[config.mk]
export PLATFORM = sky130hd
export DESIGN_NAME = keypad_scan_ctrl
export DESIGN_NICKNAME = d
export VERILOG_FILES = /design/src/rtl/keypad_pkg.sv /design/src/rtl/keypad_snapshot_eval.sv /design/src/rtl/keypad_scan_ctrl.sv
export SDC_FILE = /design/constraint.sdc
export NUM_CORES = 1
export LEC_CHECK = 0
export BUFFER_PORTS_ARGS = -buffer_cell sky130_fd_sc_hd__buf_2
export CAP_MARGIN = 10
export CELL_PAD_IN_SITES_DETAIL_PLACEMENT = 2
export CELL_PAD_IN_SITES_GLOBAL_PLACEMENT = 2
export CORE_ASPECT_RATIO = 0.6
export CORE_MARGIN = 2
export CORE_UTILIZATION = 42
export CTS_CLUSTER_SIZE = 12
export DETAILED_ROUTE_END_ITERATION = 10
export PLACE_DENSITY = 0.9
export SETUP_SLACK_MARGIN = 0.3
export SLEW_MARGIN = 25
export SYNTH_ARGS = -nofsm -noshare
export SYNTH_HDL_FRONTEND = slang
export SYNTH_SLANG_ARGS = --single-unit
[constraint.sdc]
create_clock -name clk -period 26.1 [get_ports clk]
set_input_delay 0 -clock clk [delete_from_list [all_inputs] [get_ports clk]]
set_output_delay 0 -clock clk [all_outputs]
set_load 0.01 [all_outputs]
[src/rtl/keypad_pkg.sv]
// Shared types and sizes for the 4x4 keypad scan controller.
// Key codes are {column[1:0], row[1:0]}, which equals the snapshot bit index.
package keypad_pkg;

    localparam int KP_ROWS   = 4;
    localparam int KP_COLS   = 4;
    localparam int KP_CODE_W = 4;
    localparam int KP_KEYS   = KP_ROWS * KP_COLS;

    typedef enum logic [1:0] {
        IDLE,
        PRESS_DB,
        HELD,
        RELEASE_DB
    } kp_state_t;

    typedef enum logic [1:0] {
        NONE,
        SINGLE,
        MULTI
    } kp_class_t;

endpackage

[src/rtl/keypad_snapshot_eval.sv]
// Classifies a full 16-bit keypad snapshot as NONE, SINGLE(code) or MULTI.
// Ghost patterns always involve at least two set bits, so they fall into MULTI.
module keypad_snapshot_eval
    import keypad_pkg::*;
(
    input  logic [KP_KEYS-1:0]   snapshot,
    output kp_class_t            key_class,
    output logic [KP_CODE_W-1:0] key_code
);

    logic [4:0] ones;

    always_comb begin
        ones     = '0;
        key_code = '0;
        for (int i = 0; i < KP_KEYS; i++) begin
            if (snapshot[i]) begin
                ones     = ones + 5'd1;
                key_code = KP_CODE_W'(i);
            end
        end
        if (ones == 5'd0) begin
            key_class = NONE;
        end else if (ones == 5'd1) begin
            key_class = SINGLE;
        end else begin
            key_class = MULTI;
        end
    end

endmodule

[src/rtl/keypad_scan_ctrl.sv]
// Column-scanning keypad controller with whole-matrix debounce and a valid/ready key output.
// Define KEYPAD_AUTOREPEAT_EN to re-emit a held key every REPEAT_SCANS matching scans.
module keypad_scan_ctrl
    import keypad_pkg::*;
#(
    parameter int SCAN_DIV       = 1024,
    parameter int DEBOUNCE_SCANS = 4,
    parameter int REPEAT_SCANS   = 32
) (
    input  logic                 clk,
    input  logic                 rst,
    input  logic [KP_ROWS-1:0]   row_in,
    output logic [KP_COLS-1:0]   col_out,
    output logic [KP_CODE_W-1:0] key_code,
    output logic                 key_valid,
    input  logic                 key_ready,
    output logic                 key_held,
    output logic                 overrun
);

    localparam int               DIV_W    = (SCAN_DIV > 2) ? $clog2(SCAN_DIV) : 1;
    localparam logic [DIV_W-1:0] DIV_LAST = DIV_W'(SCAN_DIV - 1);
    localparam logic [3:0]       DB_LAST  = 4'(DEBOUNCE_SCANS);

    if (SCAN_DIV < 2 || DEBOUNCE_SCANS < 1 || DEBOUNCE_SCANS > 15 ||
        REPEAT_SCANS < 1 || REPEAT_SCANS > 255) begin : g_bad_cfg
        $error("keypad_scan_ctrl: parameter out of range");
    end

    logic [DIV_W-1:0]     div_cnt_q, div_cnt_d;
    logic [1:0]           col_idx_q, col_idx_d;
    logic [KP_COLS-1:0]   col_out_q, col_out_d;
    logic [KP_KEYS-1:0]   snap_q, snap_d;
    logic                 eval_q, eval_d;
    kp_state_t            state_q, state_d;
    logic [3:0]           count_q, count_d;
    logic [KP_CODE_W-1:0] cand_q, cand_d;
    logic [KP_CODE_W-1:0] key_code_q, key_code_d;
    logic                 key_valid_q, key_valid_d;
    logic                 key_held_q, key_held_d;
    logic                 overrun_q, overrun_d;

    kp_class_t            ev_class;
    logic [KP_CODE_W-1:0] ev_code;
    logic                 press_accept, rep_accept, accept, enter_held, handshake;

    keypad_snapshot_eval u_eval (
        .snapshot  (snap_q),
        .key_class (ev_class),
        .key_code  (ev_code)
    );

    // Rows are sampled on the last divider cycle of each column; the full matrix is judged one cycle after column 3.
    always_comb begin
        div_cnt_d = div_cnt_q + DIV_W'(1);
        col_idx_d = col_idx_q;
        snap_d    = snap_q;
        eval_d    = 1'b0;
        if (div_cnt_q == DIV_LAST) begin
            div_cnt_d = '0;
            col_idx_d = col_idx_q + 2'd1;
            snap_d[{col_idx_q, 2'b00} +: KP_ROWS] = row_in;
            eval_d    = (col_idx_q == 2'd3);
        end
        col_out_d = 4'b0001 << col_idx_d;
    end

    always_ff @(posedge clk or posedge rst) begin
        if (rst) begin
            div_cnt_q   <= '0;
            col_idx_q   <= '0;
            col_out_q   <= 4'b0001;
            snap_q      <= '0;
            eval_q      <= 1'b0;
            state_q     <= IDLE;
            count_q     <= '0;
            cand_q      <= '0;
            key_code_q  <= '0;
            key_valid_q <= 1'b0;
            key_held_q  <= 1'b0;
            overrun_q   <= 1'b0;
        end else begin
            div_cnt_q   <= div_cnt_d;
            col_idx_q   <= col_idx_d;
            col_out_q   <= col_out_d;
            snap_q      <= snap_d;
            eval_q      <= eval_d;
            state_q     <= state_d;
            count_q     <= count_d;
            cand_q      <= cand_d;
            key_code_q  <= key_code_d;
            key_valid_q <= key_valid_d;
            key_held_q  <= key_held_d;
            overrun_q   <= overrun_d;
        end
    end

    always_comb begin
        state_d      = state_q;
        count_d      = count_q;
        cand_d       = cand_q;
        press_accept = 1'b0;
        enter_held   = 1'b0;
        if (eval_q) begin
            case (state_q)
                IDLE: begin
                    if (ev_class == SINGLE) begin
                        cand_d  = ev_code;
                        count_d = 4'd1;
                        if (DB_LAST == 4'd1) begin
                            state_d      = HELD;
                            press_accept = 1'b1;
                            enter_held   = 1'b1;
                        end else begin
                            state_d = PRESS_DB;
                        end
                    end
                end
                PRESS_DB: begin
                    if (ev_class == SINGLE && ev_code == cand_q) begin
                        count_d = count_q + 4'd1;
                        if (count_d == DB_LAST) begin
                            state_d      = HELD;
                            press_accept = 1'b1;
                            enter_held   = 1'b1;
                        end
                    end else begin
                        state_d = IDLE;
                        count_d = '0;
                    end
                end
                HELD: begin
                    if (ev_class == NONE) begin
                        count_d = 4'd1;
                        state_d = (DB_LAST == 4'd1) ? IDLE : RELEASE_DB;
                    end
                end
                RELEASE_DB: begin
                    if (ev_class == NONE) begin
                        count_d = count_q + 4'd1;
                        if (count_d == DB_LAST) begin
                            state_d = IDLE;
                            count_d = '0;
                        end
                    end else begin
                        state_d = HELD;
                    end
                end
                default: state_d = IDLE;
            endcase
        end
    end

`ifdef KEYPAD_AUTOREPEAT_EN
    localparam logic [7:0] REP_LAST = 8'(REPEAT_SCANS);

    logic [7:0] rep_cnt_q, rep_cnt_d;

    // Only evaluations made while already HELD count, so a bounce through RELEASE_DB keeps the tally.
    always_comb begin
        rep_cnt_d  = rep_cnt_q;
        rep_accept = 1'b0;
        if (enter_held) begin
            rep_cnt_d = '0;
        end else if (eval_q && state_q == HELD && ev_class == SINGLE && ev_code == cand_q) begin
            rep_cnt_d = rep_cnt_q + 8'd1;
            if (rep_cnt_d == REP_LAST) begin
                rep_cnt_d  = '0;
                rep_accept = 1'b1;
            end
        end
    end

    always_ff @(posedge clk or posedge rst) begin
        if (rst) begin
            rep_cnt_q <= '0;
        end else begin
            rep_cnt_q <= rep_cnt_d;
        end
    end
`else
    assign rep_accept = 1'b0;
`endif

    assign accept = press_accept | rep_accept;

    // A handshake in the accept cycle frees the slot, so the new key loads instead of overrunning.
    always_comb begin
        handshake   = key_valid_q & key_ready;
        key_code_d  = key_code_q;
        key_valid_d = key_valid_q & ~handshake;
        overrun_d   = 1'b0;
        if (accept) begin
            if (!key_valid_q || handshake) begin
                key_code_d  = cand_d;
                key_valid_d = 1'b1;
            end else begin
                overrun_d = 1'b1;
            end
        end
        key_held_d = (state_d == HELD);
    end

    assign col_out   = col_out_q;
    assign key_code  = key_code_q;
    assign key_valid = key_valid_q;
    assign key_held  = key_held_q;
    assign overrun   = overrun_q;

endmodule

# After elaboration in Yosys (flattened, before gate mapping)
# Cells that the tools add are included.
# W data, S select, Z words.
# word_totals
n_memories	0
mem_bits_rw	0
output_inout_bits	11
word_cells	120
mem_bits_ro	0
latchBits	0
reg_bits	50
input_bits	7
# op_classes
muxes	62
magnitude_cmp	0
n_eq_ne	13
n_bitwise	3
div	0
multipliers	0
n_shift	3
add_sub_neg	19
reduce_logical	8
# ops
op	count
$mux W5	15
$add A5 B1 Y5 const B	14
$mux W4	16
$mux W2	12
$bwmux W16	1
$pmux W4 S4	1
$shift A4 B6 Y16 const A	1
$shiftx A4 B6 Y16	1
$mux W3	4
$mux W1	11
$add A10 B1 Y10 const B	1
$eq A10 B10 Y1 const B	1
$mux W10	1
$eq A2 B2 Y1 const B	4
$pmux W2 S4	1
$ne A2 B2 Y1 const B	3
$neg A4 Y6	1
$eq A5 B1 Y1 const B	1
$logic_not A5 Y1	1
$add A4 B1 Y4 const B	1
$eq A2 B1 Y1 const B	2
$eq A4 B3 Y1 const B	1
$eq A4 B4 Y1	1
$logic_not A2 Y1	2
other kinds (10)	11

# Logic depth before layout (Yosys ltp)
# Gate-level depths: netlist (run 1).
# logic_depth
depth_word	40
mapped_depth	54
depth_no_buf	54

# By module
# Synthesis (run 1) repeated with hierarchy kept, for this count alone.
# hier_totals
hier_cells	449
area_unflattened_um2	4276.6
# modules_own_cells
mod	seq_area_each_um2	cells_each	area_per_inst_um2	n_inst
keypad_scan_ctrl	1252.5	215	2482.4	1
keypad_snapshot_eval	0.0	234	1794.2	1

# Worst setup path before layout (run 1)
# OpenSTA, ideal clock, no wires.
# synth_timing
path_type	register -> register
start	reg snap_q[0]
end	reg key_code_q[0] (netlist: key_code[0])
path_stages_with_launch	54
arrival_ns	9.703
path_buffers	0
required_time_ns	25.975
path_slack_ns	16.272
period_less_slack_ns	9.828
setup_time_ns	0.125
path_cell_list	dfrtp_1 -> inv_1 -> ha_1 -> xor2_1 -> ha_1 -> nand2_1 -> o31ai_1 -> ha_1 -> a211o_1 -> ha_1 -> nand2b_1 -> o21ai_0 -> inv_1 -> ha_1 -> nand2_1 -> nand2_1 -> ha_1 -> nand2_1 -> (+18 left out) -> ha_1 -> nor2b_1 -> a21oi_1 -> a21boi_0 -> ha_1 -> nand2_1 -> xor2_1 -> xnor2_1 -> xnor2_1 -> and2_1 -> and3_1 -> nand3b_1 -> a21oi_1 -> o21ai_1 -> mux2i_2 -> and4_4 -> mux2_4 -> mux2_2
# synth_between
word_cells_on_any_way	44
classes_between	add/sub (15); eq/ne (2); mux (24); reduce/logical (3)
# synth_rtl
item	line_no	text
start, declared	keypad_scan_ctrl.sv:33	logic [KP_KEYS-1:0] snap_q, snap_d;
start signal, assigned	keypad_scan_ctrl.sv:86	snap_q <= snap_d;
$mux W1 *	keypad_snapshot_eval.sv:17	if (snapshot[i]) begin
$add A1 B1 Y2	keypad_snapshot_eval.sv:18	ones = ones + 5'd1;
$mux W5 *	keypad_snapshot_eval.sv:17	
$add A5 B1 Y5	keypad_snapshot_eval.sv:18	
$mux W5 *	keypad_snapshot_eval.sv:17	
$add A5 B1 Y5	keypad_snapshot_eval.sv:18	
$mux W5 *	keypad_snapshot_eval.sv:17	
$add A5 B1 Y5	keypad_snapshot_eval.sv:18	
(+23 left out)	-	
$eq A5 B1 Y1	keypad_snapshot_eval.sv:24	end else if (ones == 5'd1) begin
$mux W2	keypad_snapshot_eval.sv:24	
$mux W2 *	keypad_snapshot_eval.sv:22	if (ones == 5'd0) begin
$eq A2 B1 Y1 *	keypad_scan_ctrl.sv:107	if (ev_class == SINGLE) begin
$mux W4 *	keypad_scan_ctrl.sv:107	
$mux W4 *	keypad_scan_ctrl.sv:105	case (state_q)
$mux W4 *	keypad_scan_ctrl.sv:104	if (eval_q) begin
named net cand_d[0]	keypad_scan_ctrl.sv:37	logic [KP_CODE_W-1:0] cand_q, cand_d;
end signal, assigned	keypad_scan_ctrl.sv:91	key_code_q <= key_code_d;
end, declared	keypad_scan_ctrl.sv:38	logic [KP_CODE_W-1:0] key_code_q, key_code_d;
# Mark *: on every way through the listed nets, which the timed path passes. The rest lies on a longest branch.
# A chain may end at the register's enable or synchronous reset.

# Worst setup path in the final report (run 1)
# layout_timing
start	reg snap_q[1]
end	reg count_q[2]
# layout_between
elab_chain_len	36
word_cells_on_any_way	58
classes_between	add/sub (14); eq/ne (6); mux (34); reduce/logical (4)
# layout_lines
item	line_no	text
$mux W5	keypad_snapshot_eval.sv:17	
$add A5 B1 Y5	keypad_snapshot_eval.sv:18	
$mux W5	keypad_snapshot_eval.sv:17	
$add A5 B1 Y5	keypad_snapshot_eval.sv:18	
$mux W5	keypad_snapshot_eval.sv:17	
$add A5 B1 Y5	keypad_snapshot_eval.sv:18	
$mux W5	keypad_snapshot_eval.sv:17	
$add A5 B1 Y5	keypad_snapshot_eval.sv:18	
(+20 left out)	-	
$mux W5	keypad_snapshot_eval.sv:17	
$eq A5 B1 Y1	keypad_snapshot_eval.sv:24	
$mux W2	keypad_snapshot_eval.sv:24	
$mux W2	keypad_snapshot_eval.sv:22	
$eq A2 B1 Y1	keypad_scan_ctrl.sv:107, keypad_scan_ctrl.sv:120	
$logic_and A1 B1 Y1	keypad_scan_ctrl.sv:120	if (ev_class == SINGLE && ev_code == cand_q) begin
$mux W4	keypad_scan_ctrl.sv:120	
$pmux W4 S4	keypad_scan_ctrl.sv:105	
end signal, assigned	keypad_scan_ctrl.sv:89	count_q <= count_d;
end, declared	keypad_scan_ctrl.sv:36	logic [3:0] count_q, count_d;
# Parallel ways exist; a longest one is shown, timed or not.

==> results of run 1 <==
[power breakdown]
part	internal [mW]	leakage, nW	switching (mW)
registers	0.0775	0.597	0.00000000000000000433
logic	0.000633	1.39	0.00238
clock network	0.0381	0.0739	0.0296
total	0.116	2.06	0.0319
[cell type report]
cell class / count / area (um^2)
clock buffers: 7 / 143
clock inverters: 1 / 5.00
repair buffers: 19 / 105
inverters: 24 / 91.3
well taps: 130 / 163
fillers: 982 / 4870
flip-flops and latches: 50 / 1250
multi-input cells: 373 / 2660
[sequential cells by signal, summed over array words and instances (netlist names)]
| signal | count |
|---|---|
| cand_q | 4 |
| col_idx_q | 2 |
| col_out | 4 |
| count_q | 4 |
| div_cnt_q | 10 |
| eval_q | 1 |
| key_code | 4 |
| key_held | 1 |
| key_valid | 1 |
| overrun | 1 |
| snap_q | 16 |
| state_q | 2 |
[cell families (layout without fill, tap and decap cells)]
kind of cell,count (synthesis),in the layout,share of synthesized area [%]
xor gates and xnor gates,58,58,16.0
adders and majority gates,23,23,7.07
DFF,50,50,30.8
and+or+nand+nor,176,176,20.7
muxes,18,18,5.20
AOI/OAI and AO/OA,98,98,16.5
buffers and inverters,39,51,3.81
[cells in the mapped netlist, types with 3 or more instances]
library cell  count  area (um^2)
nand2_1          76          285
dfrtp_1          49         1230
nor2_1           29          109
o21ai_0          26          130
xnor2_1          25          219
inv_1            24         90.1
ha_1             23          288
nand3_1          21          105
xor2_1           20          175
a21oi_1          19         95.1
clkbuf_1          8         30.0
nor3_1            8         40.0
mux2i_1           7         70.1
and3_1            6         37.5
mux2_2            6         67.6
nor2b_1           6         37.5
nor3b_1           6         45.0
o31ai_1           6         45.0
a211oi_1          4         30.0
and2_1            4         25.0
mux2_4            4         60.1
o211ai_1          4         30.0
xor2_2            4         65.1
buf_2             3         15.0
nor4_1            3         18.8
o21a_1            3         22.5
o21ai_1           3         15.0
o21bai_1          3         22.5
o311ai_0          3         26.3
xnor2_2           3         48.8
[per-layer routing]
metal / track usage [%] / wire (um) / vias to the layer above / share of wire [%]
li1: - / - / 1647 / -
met1: 39.2 / 7020 / 1816 / 47
met2: 45.9 / 7060 / 85 / 47
met3: 3.26 / 507 / 28 / 3.4
met4: 8.40 / 395 / 0 / 2.6
met5: 0 / 0 / - / 0
[per-stage QoR]
stage          instances  hold WS, ns  total power, mW
2_1_floorplan        462        0.136           0.0802
3_3_place_gp         594        0.285           0.0814
3_5_place_dp         594        0.292           0.0815
4_1_cts              603      0.00270            0.148
5_1_grt              604       0.0436            0.151
6_report             604       0.0308            0.148
[path summary, 6_finish.rpt]
check	startpoint	endpoint	slack, ns	depth (start not counted)
hold / removal	row_in[0]	snap_q[8]	0.03	3
hold reg to reg	div_cnt_q[6]	div_cnt_q[6]	0.50	1
min in group asynchronous	rst	div_cnt_q[7]	0.43	3
setup / recovery	snap_q[1]	count_q[2]	14.28	52
setup reg to reg	snap_q[1]	count_q[2]	14.28	52
max in group asynchronous	rst	snap_q[2]	25.14	3
[worst max-delay path, delay by kind of cell (launching register included)]
kind / cells / cell delay, ns
AO/OA/AOI/OAI: 15 / 4.04
XOR/XNOR: 4 / 0.83
adder cells (fa/ha/maj): 13 / 3.87
buffers and inverters: 4 / 0.36
flip-flops: 1 / 0.44
multiplexers: 1 / 0.28
AND/OR/NAND/NOR: 15 / 1.86
==> impl_metrics.tcl, run 1 <==
set metrics [dict create \
    cts_max_path_buffers 2 \
    min_period_ns 11.82 \
    rows 27 \
    final_cell_mix "76 x nand2_1, 49 x dfrtp_1, 29 x nor2_1, 26 x o21ai_0, 25 x xnor2_1" \
    fin_ws_ns 14.28 \
    pre_cts_ws_ns 14.63 \
    drt_pre_antenna_iters 4 \
    antenna_cells 0 \
    grt_pass1_wl_mm 22.6 \
    antenna_found_initial 0 \
    worstSetupStartpointType "flop" \
    place_hpwl_mm 9.65 \
    worst_pin_slew_ns 0.906 \
    maxCapViolCount 0 \
    synth-main-ff-cell "dfrtp_1" \
    vias 3576 \
    nets 503 \
    wl_mm 15.0 \
    cpMostUsedCell "ha_1" \
    end_kind "flop" \
    cts_setup_buffers 0 \
    critPathArrivalTime_ns 11.95 \
    clk_latency_ns 0.30 \
    cp.required_ns 26.23 \
    synth_edf_count 0 \
    synth_area_per_cell_um2 8.81 \
    ant_nets 0 \
    cts_tree "yes" \
    track_usage_pct 28.1 \
    setup_viol 0 \
    port_buffers 17 \
    floorplan.die_area_mm2 0.0105 \
    holdBufCountCts 1 \
    hold_viol_final 0 \
    syn_nets 492 \
    irDropWorstVdd_v 0.0000372 \
    slew_violations 0 \
    fin_worst_skew_ns 0.00859 \
    cts_resized 0 \
    critPathKind "flop to flop" \
    routabilityCongestion 0.864 \
    ioPinCount 18 \
    final_common_cell "nand2_1" \
    ys_seq_area_share_pct 30.8 \
    p_leak_nw 2.06 \
    cts_max_level 2 \
    async_flop_share_pct 100 \
    clkSinkCount 50 \
    path_clk_slew_ns 0.07 \
    die_w_um 131 \
    fin_crit_sh_pct 45.3 \
    crit_fanout 6 \
    max_freq_mhz 84.6 \
    drc 0 \
    drive_above_1_share_pct 11.8 \
    rsz0062_at_grt "false" \
    ys_types 72 \
    coreArea_mm2 0.00929 \
    cts_root_buf "clkbuf_16" \
    dieHeight_um 80.2 \
    synth_warnings 0 \
    syn-cell-area_mm2 0.00407 \
    drt_iter0_drc 188 \
    relSlewSlack_pct 39.5 \
    syn-instance-count 462 \
    area_delta_synth_final_pct 8.64 \
    design_area_mm2 0.00442 \
    grt_max_degree 51 \
    cpPeakStageDelay_ns 0.70 \
    fin_tns_setup_ns 0 \
    synth-seq-cells 50 \
    vias_per_cell 5.92 \
    grt-ovfl-total 0 \
    detail_route.wl_per_cell_um 24.8 \
    initial_core_util_pct 43.8 \
    hold_class "input port to flop" \
    grt_pass1_vias 3951 \
    placed_cell_area_mm2 0.00425 \
    slowest_stage "o21ai_0" \
    cts_buffers 5 \
    fin_util_pct 47.6 \
    cellPowerDensity_mw_per_mm2 33.5 \
    status "finished clean" \
]
No activity file was read; power rests on OpenSTA's default activity.
==> run 2, diff against run 1 <==
--- a/config.mk
+++ b/config.mk
@@ -5,16 +5,17 @@
 export SDC_FILE = /design/constraint.sdc
 export NUM_CORES = 1
 export LEC_CHECK = 0
+export ABC_AREA = 1
 export BUFFER_PORTS_ARGS = -buffer_cell sky130_fd_sc_hd__buf_2
 export CAP_MARGIN = 10
 export CELL_PAD_IN_SITES_DETAIL_PLACEMENT = 2
 export CELL_PAD_IN_SITES_GLOBAL_PLACEMENT = 2
 export CORE_ASPECT_RATIO = 0.6
 export CORE_MARGIN = 2
-export CORE_UTILIZATION = 42
+export CORE_UTILIZATION = 32
 export CTS_CLUSTER_SIZE = 12
 export DETAILED_ROUTE_END_ITERATION = 10
-export PLACE_DENSITY = 0.9
+export PLACE_DENSITY = 0.83
 export SETUP_SLACK_MARGIN = 0.3
 export SLEW_MARGIN = 25
 export SYNTH_ARGS = -nofsm -noshare
==> constraint.sdc (replaced) <==
create_clock -name clk -period 10.8 [get_ports clk]
set_input_delay 0 -clock clk [delete_from_list [all_inputs] [get_ports clk]]
set_output_delay 0 -clock clk [all_outputs]
set_load 0.01 [all_outputs]
==> run 2 against run 1 <==
Effect of this change: global-route usage down 7.1 points; setup slack got worse by 13 ns; final cell count is 37% higher; routed wire length down 11%; worst hold slack better by 0.00068 ns.
==> impl_metrics.tcl, run 2 <==
set metrics [dict create \
    status "finished clean" \
    total_power_mw 0.362 \
    drive_above_1_share_pct 15.5 \
    cts_resized 0 \
    fin_ws_ns 1.60 \
    cts_setup_buffers 0 \
    wl_mm 13.3 \
    synth_largest_area_cell "dfrtp_1" \
    holdBufCountCts 0 \
    clkSinkCount 50 \
    critPathKind "flop to flop" \
    cts_tree "yes" \
    crit_end "key_code[0]" \
    whs_ns 0.0315 \
    ioPinCount 18 \
    track_usage_pct 21.0 \
    slew_violations 0 \
    clk_latency_ns 0.30 \
    setup.worst_path.start "snap_q[1]" \
    cellPowerDensity_mw_per_mm2 78.3 \
    nets 687 \
    synth-main-ff-cell "dfrtp_1" \
    synth-seq-cells 50 \
    worstSetupStartpointType "flop" \
    synth_top_family_by_area "simple AND/OR/NAND/NOR gates" \
    fin_worst_skew_ns 0.00503 \
    synth_edf_count 0 \
    synth_xor_area_share_pct 2.52 \
    synth_fa_ha_area_share_pct 6.91 \
    drt_pre_antenna_iters 4 \
    synth_top_area_share_pct 29.4 \
    cpPeakStageDelay_ns 0.39 \
    pre_cts_ws_ns 1.70 \
    cts_max_path_buffers 2 \
    largest_register_ff_count 16 \
    p_leak_nw 2.69 \
    hold_class "input port to flop" \
    met1Wirelength_mm 6.76 \
    wl_met2_mm 6.03 \
    drc 0 \
    syn-instance-count 632 \
    hold_viol_final 0 \
    p_int_mw 0.281 \
    coreArea_mm2 0.0128 \
    antenna_found_initial 0 \
    reg_top3 "snap_q: 16 flops, div_cnt_q: 10 flops" \
    ant_nets 0 \
    grt-ovfl-total 0 \
    drt_iter0_drc 142 \
    synth_warnings 0 \
    grt_pass1_wl_mm 23.2 \
    rsz0062_at_grt "false" \
    synth_commonest_cells "194 x nand2_1, 109 x inv_1, 71 x nand3_1" \
    yosysMostFrequentCell "nand2_1" \
    end_kind "flop" \
    p_switching_mw 0.0810 \
    async_flop_share_pct 100 \
    synth_area_per_cell_um2 6.59 \
    vias_per_cell 4.92 \
    multi_input_area_mm2 0.00248 \
    relSlewSlack_pct 41.2 \
    setup_viol 0 \
    nFillCells 1548 \
    synth-compound-area-share_pct 5.89 \
    min_period_ns 9.20 \
    floorplan.die_area_mm2 0.0140 \
    synthSimpleGateAreaFrac_pct 44.1 \
    area_delta_synth_final_pct 11.2 \
    dieHeight_um 92.4 \
    worstReg2RegStart "snap_q[1]" \
    syn_nets 662 \
    p_comb_share_pct 1.7 \
    antenna_cells 0 \
    final_common_cell "nand2_1" \
    highest_layer "met4" \
    slowest_stage "dfrtp_1" \
    worst-r2r-setup-slack_ns 1.60 \
    cts_max_level 2 \
    place_hpwl_mm 10.4 \
    max_freq_mhz 109 \
    ys_types 30 \
    routabilityCongestion 0.817 \
    detail_route.wl_per_cell_um 16.1 \
    fin_crit_sh_pct 85.2 \
    stdcell_count 828 \
    crit_fanout 4 \
    worst_pin_slew_ns 0.882 \
    clkPwrFrac_pct 46.7 \
    regMostFlops "snap_q" \
    cts_buffers 5 \
    seq_power_share_pct 51.6 \
    grt_pass1_vias 4495 \
    ys_seq_area_share_pct 30.1 \
    ff2ff_path_depth 57 \
    rows 32 \
    initial_core_util_pct 32.6 \
    maxCapViolCount 0 \
    critPathArrivalTime_ns 9.44 \
    muxShareOfSynthArea_pct 0 \
    swShare_pct 22.3 \
    path_clk_slew_ns 0.07 \
    vias 4071 \
    register_area_mm2 0.00125 \
    grt_max_degree 51 \
    wl_met3_um 331 \
    irDropWorstVdd_v 0.000112 \
    syn-cell-area_mm2 0.00416 \
    r2r-end "key_code[0]" \
    die_w_um 151 \
    cp.required_ns 11.03 \
    cts_root_buf "clkbuf_16" \
    fin_tns_setup_ns 0 \
    cpMostUsedCell "nand2_1" \
    port_buffers 17 \
    final_cell_mix "194 x nand2_1, 108 x inv_1, 71 x nand3_1, 49 x dfrtp_1, 41 x nor2_1" \
    dp.cells 819 \
    ys_top_cells_by_area "dfrtp_1 29%, nand2_1 17%, inv_1 9.8%" \
]
## run 2: cell count changes after synthesis, sizes merged, moves of 10 or more
cell and change:
nor2 +19, xor2 -17, nand2 +157, inv +92
nand3 +65, xnor2 -23, mux2 -10
## run 2: how the worst min path moves through the flow
stage	from	endpoint	slack, ns	cells past startpoint
after floorplan	row_in[0]	snap_q[0]	0.15	2
after global placement	row_in[3]	snap_q[3]	0.30	3
after detailed placement	row_in[3]	snap_q[3]	0.32	3
after CTS	rst	col_out[1]	0.007	2
after global routing	row_in[1]	snap_q[1]	0.05	3
final	row_in[1]	snap_q[9]	0.03	3
## run 2: kinds of logic after synthesis
kind of cell,Yosys count
compound gates,45
xor+xnor,12
fa+ha+maj,23
buf+inv,116
flops,50
simple gates,386
## run 2: routing by layer
metal / GRT usage [%] / vias to the layer above
met2: 34.3 / 55
met5: 0 / -
met1: 29.6 / 1979
li1: - / 2020
met3: 2.27 / 17
met4: 5.53 / 0
## run 2: power by group through the flow
stage               registers (mW)  logic (mW)  clock network [mW]
floorplan                    0.191     0.00276                   0
global placement             0.191     0.00571                   0
detailed placement           0.191     0.00595                   0
CTS                          0.187     0.00608               0.172
global route                 0.187     0.00708               0.177
finish                       0.187     0.00620               0.169
## run 2: worst max-delay path: cells and delay by family (launching register included)
kind                     cells  cell delay (ns)
AO/OA/AOI/OAI                2             0.45
adder cells (fa/ha/maj)     14             3.80
buffers and inverters        6             0.47
flip-flops                   1             0.39
AND/OR/NAND/NOR             35             4.01
## run 2: final cells by class
cell class | instances | area share [%]
repair buffers | 18 | 2.05
multi-input cells | 466 | 53.5
flip-flops and latches | 50 | 27.1
well taps | 170 | 4.59
clock buffers | 6 | 3.00
clock inverters | 2 | 0.378
inverters | 116 | 9.43
## run 2: per-stage QoR
stage / util [%] / cell area, um^2
after floorplan: - / 4160
after global placement: 34.9 / 4460
after detailed placement: 34.9 / 4460
after CTS: 36.2 / 4620
after global routing: 36.2 / 4630
final: 36.2 / 4630
